--- src/rtl/spi_pkg.sv ---
// spi_pkg: definitions shared by the SPI master and the SPI slave.
// Frame layout is [9:8] command, [7:0] address/data, sent MSB first.
package spi_pkg;

    localparam int unsigned SPI_FRAME_W = 10;
    localparam int unsigned SPI_RD_W    = 8;

    localparam logic [1:0] CMD_WR_ADDR = 2'b00;
    localparam logic [1:0] CMD_WR_DATA = 2'b01;
    localparam logic [1:0] CMD_RD_ADDR = 2'b10;
    localparam logic [1:0] CMD_RD_DATA = 2'b11;

    typedef enum logic [2:0] {
        StIdle,
        StChk,
        StShift,
        StRdWait,
        StRdShift,
        StGap
    } spi_state_e;

    // Only read-data frames keep SS_n low for a reply.
    function automatic logic is_rd_data(input logic [1:0] cmd);
        return cmd == CMD_RD_DATA;
    endfunction

endpackage

--- src/rtl/spi_shift_reg.sv ---
// spi_shift_reg: parallel-load register that shifts left by one bit per enabled cycle.
// The serial output is data[WIDTH-1]; shift_in enters at bit 0. Load wins over shift.
module spi_shift_reg
    import spi_pkg::*;
#(
    parameter int unsigned WIDTH = SPI_RD_W
) (
    input  logic             clk,
    input  logic             rst_n,
    input  logic             load,
    input  logic [WIDTH-1:0] load_data,
    input  logic             shift,
    input  logic             shift_in,
    output logic [WIDTH-1:0] data
);

    logic [WIDTH-1:0] data_q;

    // Register contents: synchronous clear, then load, then shift.
    always_ff @(posedge clk) begin
        if (!rst_n) begin
            data_q <= '0;
        end else if (load) begin
            data_q <= load_data;
        end else if (shift) begin
            data_q <= {data_q[WIDTH-2:0], shift_in};
        end
    end

    assign data = data_q;

endmodule

--- src/rtl/spi_master_ctrl.sv ---
// spi_master_ctrl: parallel command port to 10-bit-frame SPI master, same clock as the slave.
// Read-data frames keep SS_n low after the frame and collect an 8-bit MISO reply.
// Optional build macro SPI_MASTER_BUSY_EN adds the busy and frame_cnt outputs.
module spi_master_ctrl
    import spi_pkg::*;
#(
    parameter int unsigned FRAME_W  = SPI_FRAME_W,
    parameter int unsigned RD_W     = SPI_RD_W,
    parameter int unsigned MISO_DLY = 2,
    parameter int unsigned GAP      = 1
) (
    input  logic               clk,
    input  logic               rst_n,
    input  logic               cmd_valid,
    input  logic [FRAME_W-1:0] cmd_data,
    output logic               cmd_ready,
    output logic               rsp_valid,
    output logic [RD_W-1:0]    rsp_data,
    output logic               SS_n,
    output logic               MOSI,
    input  logic               MISO
`ifdef SPI_MASTER_BUSY_EN
    ,
    output logic               busy,
    output logic [15:0]        frame_cnt
`endif
);

    // Last count value in each timed state; one 4-bit counter serves them all.
    localparam logic [3:0] SHIFT_LAST = 4'(FRAME_W - 1);
    localparam logic [3:0] RD_LAST    = 4'(RD_W - 1);
    localparam logic [3:0] DLY_LAST   = (MISO_DLY == 0) ? 4'd0 : 4'(MISO_DLY - 1);
    localparam logic [3:0] GAP_LAST   = (GAP == 0) ? 4'd0 : 4'(GAP - 1);

    spi_state_e state_q, state_d;
    logic [3:0] cnt_q, cnt_d;
    logic       is_rd_q, is_rd_d;
    logic       ss_n_q, ss_n_d;
    logic       mosi_q, mosi_d;
    logic       rsp_valid_q, rsp_valid_d;
    logic [RD_W-1:0] rsp_data_q, rsp_data_d;

    logic               tx_load;
    logic               tx_shift;
    logic               rx_shift;
    logic [FRAME_W-1:0] tx_data;
    logic [RD_W-2:0]    rx_data;
    logic [FRAME_W-2:0] unused_tx_low;

    // Only the MSB of the TX register drives MOSI.
    assign unused_tx_low = tx_data[FRAME_W-2:0];

    spi_shift_reg #(
        .WIDTH (FRAME_W)
    ) u_tx (
        .clk       (clk),
        .rst_n     (rst_n),
        .load      (tx_load),
        .load_data (cmd_data),
        .shift     (tx_shift),
        .shift_in  (1'b0),
        .data      (tx_data)
    );

    // Holds the first RD_W-1 reply bits; the last bit joins straight from MISO.
    spi_shift_reg #(
        .WIDTH (RD_W - 1)
    ) u_rx (
        .clk       (clk),
        .rst_n     (rst_n),
        .load      (1'b0),
        .load_data ('0),
        .shift     (rx_shift),
        .shift_in  (MISO),
        .data      (rx_data)
    );

    // Next state, counter and registered-output values; outputs follow the next state.
    always_comb begin
        state_d     = state_q;
        cnt_d       = cnt_q;
        is_rd_d     = is_rd_q;
        tx_load     = 1'b0;
        rx_shift    = 1'b0;
        rsp_valid_d = 1'b0;
        rsp_data_d  = rsp_data_q;

        unique case (state_q)
            StIdle: begin
                if (cmd_valid) begin
                    state_d = StChk;
                    cnt_d   = 4'd0;
                    tx_load = 1'b1;
                    is_rd_d = is_rd_data(cmd_data[FRAME_W-1 -: 2]);
                end
            end
            StChk: begin
                state_d = StShift;
                cnt_d   = 4'd0;
            end
            StShift: begin
                if (cnt_q == SHIFT_LAST) begin
                    cnt_d = 4'd0;
                    if (!is_rd_q) begin
                        state_d = StGap;
                    end else if (MISO_DLY == 0) begin
                        state_d = StRdShift;
                    end else begin
                        state_d = StRdWait;
                    end
                end else begin
                    cnt_d = cnt_q + 4'd1;
                end
            end
            StRdWait: begin
                if (cnt_q == DLY_LAST) begin
                    state_d = StRdShift;
                    cnt_d   = 4'd0;
                end else begin
                    cnt_d = cnt_q + 4'd1;
                end
            end
            StRdShift: begin
                rx_shift = 1'b1;
                if (cnt_q == RD_LAST) begin
                    state_d     = StGap;
                    cnt_d       = 4'd0;
                    rsp_valid_d = 1'b1;
                    rsp_data_d  = {rx_data, MISO};
                end else begin
                    cnt_d = cnt_q + 4'd1;
                end
            end
            StGap: begin
                if (cnt_q == GAP_LAST) begin
                    state_d = StIdle;
                    cnt_d   = 4'd0;
                end else begin
                    cnt_d = cnt_q + 4'd1;
                end
            end
            default: begin
                state_d = StIdle;
                cnt_d   = 4'd0;
            end
        endcase

        // The CHK cycle repeats cmd[MSB]; every SHIFT entry sends then drops the TX MSB.
        tx_shift = (state_d == StShift);
        if (state_d == StChk) begin
            mosi_d = cmd_data[FRAME_W-1];
        end else if (state_d == StShift) begin
            mosi_d = tx_data[FRAME_W-1];
        end else begin
            mosi_d = 1'b0;
        end
        ss_n_d = (state_d == StIdle) || (state_d == StGap);
    end

    // State and registered outputs with synchronous active-low reset.
    always_ff @(posedge clk) begin
        if (!rst_n) begin
            state_q     <= StIdle;
            cnt_q       <= 4'd0;
            is_rd_q     <= 1'b0;
            ss_n_q      <= 1'b1;
            mosi_q      <= 1'b0;
            rsp_valid_q <= 1'b0;
            rsp_data_q  <= '0;
        end else begin
            state_q     <= state_d;
            cnt_q       <= cnt_d;
            is_rd_q     <= is_rd_d;
            ss_n_q      <= ss_n_d;
            mosi_q      <= mosi_d;
            rsp_valid_q <= rsp_valid_d;
            rsp_data_q  <= rsp_data_d;
        end
    end

    assign cmd_ready = rst_n && (state_q == StIdle);
    assign rsp_valid = rsp_valid_q;
    assign rsp_data  = rsp_data_q;
    assign SS_n      = ss_n_q;
    assign MOSI      = mosi_q;

`ifdef SPI_MASTER_BUSY_EN
    logic        busy_q;
    logic [15:0] frame_cnt_q;

    // Busy mirrors "not idle"; a frame counts as completed on entry to GAP.
    always_ff @(posedge clk) begin
        if (!rst_n) begin
            busy_q      <= 1'b0;
            frame_cnt_q <= 16'd0;
        end else begin
            busy_q <= (state_d != StIdle);
            if ((state_d == StGap) && (state_q != StGap)) begin
                frame_cnt_q <= frame_cnt_q + 16'd1;
            end
        end
    end

    assign busy      = busy_q;
    assign frame_cnt = frame_cnt_q;
`endif

endmodule
--- config.mk ---
export PLATFORM = sky130hd
export DESIGN_NAME = spi_master_ctrl
export DESIGN_NICKNAME = d
export VERILOG_FILES = /design/src/rtl/spi_pkg.sv /design/src/rtl/spi_shift_reg.sv /design/src/rtl/spi_master_ctrl.sv
export SDC_FILE = /design/constraint.sdc
export NUM_CORES = 1
export LEC_CHECK = 0
export ABC_CLOCK_PERIOD_IN_PS = 3700
export CORE_ASPECT_RATIO = 2
export CORE_MARGIN = 4
export CORE_UTILIZATION = 50
export DETAILED_ROUTE_END_ITERATION = 6
export PLACE_DENSITY = 0.74
export SLEW_MARGIN = 5
export SYNTH_ARGS = -nofsm -noshare
export SYNTH_HDL_FRONTEND = slang
export SYNTH_SLANG_ARGS = --single-unit
--- constraint.sdc ---
create_clock -name clk -period 3.7 [get_ports clk]
set_clock_uncertainty 0.1 [all_clocks]
set_input_delay 0.925 -clock clk [delete_from_list [all_inputs] [get_ports clk]]
set_output_delay 0.925 -clock clk [all_outputs]
set_load 0.05 [all_outputs]
-- Word level (Yosys, flattened, before mapping)
Cells that the tools add are included.
W data, S select, Z words.
- flip-flop bits (word level): 36
- input port bits: 14
- output and inout port bits: 12
- logic and storage cells: 53
- $add $sub $neg: 1
- equal/unequal tests: 13
- multiplexer cells: 21
- reduce and logical (&&, ||, !) cells: 9
- operator list (kind ; number):
    $mux W10 ; 2
    $mux W4 ; 5
    $pmux W4 S5 ; 1
    $mux W3 ; 6
    $pmux W3 S6 ; 1
    $eq A3 B2 Y1 const B ; 3
    $eq A3 B3 Y1 const B ; 3
    $eq A3 B1 Y1 const B ; 2
    $logic_not A3 Y1 ; 2
    $mux W1 ; 6
    $reduce_and A2 Y1 ; 3
    $add A4 B1 Y4 const B ; 1
    $eq A4 B1 Y1 const B ; 1
    $eq A4 B3 Y1 const B ; 1
    $eq A4 B4 Y1 const B ; 1
    $logic_not A4 Y1 ; 1
    $eq A2 B2 Y1 const B ; 1
    $ne A2 B2 Y1 const B ; 1
    $reduce_bool A2 Y1 ; 1
    $logic_and A1 B1 Y1 ; 1
    $logic_or A1 B1 Y1 ; 1

-- Depth between registers and ports, before layout
- depth after elaboration: 6
- depth in mapped cells: 9
- depth with buffers taken out: 7

-- Modules after synthesis
A second synthesis with hierarchy kept.
- cells, all modules: 190
- area total of the unflattened synthesis: 1885.6 um^2
- by module, submodules not included (module ; instances ; cells an instance ; area an instance (um^2) ; seq. area each (um^2)):
    spi_master_ctrl ; 1 ; 116 ; 972.2 ; 380.4
    spi_shift_reg (u_tx) ; 1 ; 44 ; 538.0 ; 200.2
    spi_shift_reg (u_rx) ; 1 ; 30 ; 375.4 ; 140.1

-- Least setup slack after synthesis
OpenSTA, ideal clock, no wires.
- path type: input port to output port
- from: input rst_n
- to: output cmd_ready
- arrival time: 2414 ps
- data required time: 2675 ps
- slack: 261 ps
- stages on the path: 2
- path buffers: 0
- path through: inv_2 -> nor4_1
- word-level cells in the longest chain between the ends: 1
- ends and longest elaborated chain (element ; line ; text):
    start: declaration ; spi_master_ctrl.sv:13 ; input logic rst_n,
    $logic_and A1 B1 Y1 ; spi_master_ctrl.sv:181 ; assign cmd_ready = rst_n && (state_q == StIdle);
    end: declaration ; spi_master_ctrl.sv:16 ; output logic cmd_ready,
Every way passes these cells.

-- Worst setup path after layout
Ends and elaborated chain as after synthesis.

==> reports/results.txt <==
Status: finished clean
Drt drc: 0
First-pass GRT wire length: 6680 um
Final WL: 3790 um
CP required: 2.67 ns
Synth Area per Inst: 9.50 sq um
Slew HR: 0.476
Worst-path cell chain: clkdlybuf4s50_1, inv_2, nor4_1, buf_12
Setup TNS: 0 ns
Placed inst area: 2000 sq um
Pin count of the biggest net entering global routing: 25
Longest Clk Path Bufs: 2
Layout cells sized above 1: 0.153
Crit path kind: in -> out
Core Util, Final: 0.612
Combinational Power Share: 0.174
Internal Power: 602 uW
Critical path arrival: 2.15 ns
Leakage: 0.793 nW
Final Wtd Congestion: 0.800
Die Area: 4610 sq um
Place WS: 0.534 ns
DR pass1 iterations: 4
Sw Pwr: 241 uW
Die Y-Extent: 92.1 um
Placed Cells: 249
DIE WIDTH: 50.0 um
Met1 usage: 0.179
Pwr/cell area: 403 nW/um^2
Setup crit end kind: output pin
Reg power frac: 0.503
Count of final max-slew check failures: 0
Largest cells by area after synthesis: dfxtp_1 (41%), mux2i_1 (9.1%), nor2_1 (7.0%), a211oi_2 (6.4%), a211oi_1 (4.7%)
Met2 Track Usage GR: 0.352
Syn nets: 203
Setup WS post-layout: 0.522 ns
Ys Warns: 0
Post-synth EDFFs: 0
Period utilization: 0.859
Gr busiest metal: met2
Hold slack: 0.364 ns
Final #Nets: 225
CTS tree: done
Period minus WS final: 3.18 ns
Core area: 3420 sq um
RSZ-0062 raised after global routing: no
I/O Buffers: 25
Critical-path top delay cell: clkdlybuf4s50_1
Clock power frac: 0.323
Post-route ant nets: 0
Max IR drop VDD: 0.287 mV
H-tree levels: 2
Syn Std Cell Area: 1770 sq um
Area leader, netlist: dfxtp_1
Crit path max fanout: 2
Startpoint types: input pin
Hpwl dp: 2790 um
Hold Buf Count CTS: 0
Io pins: 26
Most frequent cells in the layout: dfxtp_1 (36), nor2_1 (33), clkdlybuf4s50_1 (24), mux2i_1 (16), a211oi_1 (11)
Total gr overflow: 0
Via density: 5.60
Post-synth top flop: dfxtp_1
HP Class: reg -> reg
Max-Cap Viols: 0
Num rows: 30
Synth cell types: 47
Fmax: 0.315 GHz
Endpoints failing setup: 0
Postcts setup bufs: 0
TritonCTS Buffers: 5
Cell count after synthesis: 186
Tightest Pin Transition: 0.782 ns
Pwr Total: 843 uW
Asr flop ratio synth: 0
Seq/Total Area, Yosys: 0.408
CTS sink count: 36
Post-route cell area: 2090 sq um
Synthesized flop and latch total: 36
Initial antenna violation count: 0
Non-Filler Instances: 257
Initial Util: 0.517
Worst skew pair latency: 0.29 ns
Max incr delay on CP: 0.51 ns
Sw frac: 0.286
CTS clk-pin slew, worst paths: 0.06 ns
Final hold vios: 0
Root Driver: clkbuf_8
Vias in the first global route: 1508
Commonest non-fill, non-tap cell in the layout: dfxtp_1
Drt first-iter violations: 28
GR Util All Layers: 0.187
Area added between synthesis and finish: 18.4%
Yosys top cell area share: 0.408
Total number of vias: 1440
Post-CTS sizing: 0
Antenna cell count: 0
DR WL/cell: 14.7 um
Met3 usage: 0.0472
path summary, 6_finish.rpt:
| kind | start | endpoint | cells after the start | slack [ns] |
|---|---|---|---|---|
| max | rst_n | cmd_ready | 4 | 0.52 |
| min | is_rd_q | is_rd_q | 2 | 0.36 |
| max reg2reg | state_q[0] | u_tx.data[2] | 5 | 1.42 |
| min reg2reg | is_rd_q | is_rd_q | 2 | 0.36 |
sequential cells by signal, indices dropped and copies added (netlist names):
| signal | flops |
|---|---|
| MOSI | 1 |
| SS_n | 1 |
| cnt_q | 4 |
| is_rd_q | 1 |
| rsp_data | 8 |
| rsp_valid | 1 |
| state_q | 3 |
| u_rx.data | 7 |
| u_tx.data | 10 |
worst max-delay path, delay by kind of cell:
| family | cells | cell delay (ns) |
|---|---|---|
| buffers and inverters | 3 | 0.77 |
| AND/OR/NAND/NOR | 1 | 0.45 |
kinds of logic (layout without fill, tap and decap cells):
group / after synthesis / after routing / synth area share
DFF: 36 / 36 / 0.408
buffers and inverters: 19 / 42 / 0.0744
and+or+nand+nor: 69 / 69 / 0.202
muxes: 16 / 16 / 0.0906
adders and majority gates: 3 / 3 / 0.0212
xor gates and xnor gates: 1 / 1 / 0.00496
AOI/OAI and AO/OA: 42 / 42 / 0.199
synth_stat cells, drive strengths merged (2+ instances only):
master / count
dfxtp: 36
nor2: 34
a211oi: 20
mux2i: 16
o21ai: 10
clkbuf: 8
buf: 6
nand3: 6
inv: 5
nand2: 5
nand3b: 4
a21oi: 3
ha: 3
or3b: 3
a31o: 2
nand2b: 2
nor4: 2
o211ai: 2
or2: 2
or3: 2
layout make-up:
class / count / area [sq um]
Fill cell: 301 / 1320
Tap cell: 48 / 60.1
Clock buffer: 5 / 68.8
Sequential cell: 36 / 721
Clock inverter: 3 / 18.8
Inverter: 5 / 18.8
Timing Repair Buffer: 29 / 290
Multi-Input combinational cell: 131 / 915
routing by layer:
metal,vias to the layer above,part of all wire
li1,707,-
met1,688,0.38
met2,37,0.56
met3,8,0.036
met4,0,0.022
met5,-,0
power by group through the flow:
stage / clock, mW / sequential (mW) / combinational (mW)
final: 0.272 / 0.424 / 0.146
after CTS: 0.283 / 0.424 / 0.147
after global placement: 0 / 0.432 / 0.142
after detailed placement: 0 / 0.433 / 0.146
after floorplan: 0 / 0.433 / 0.106
after global routing: 0.296 / 0.427 / 0.160
Note: power is estimated with default switching activity, not from simulation.
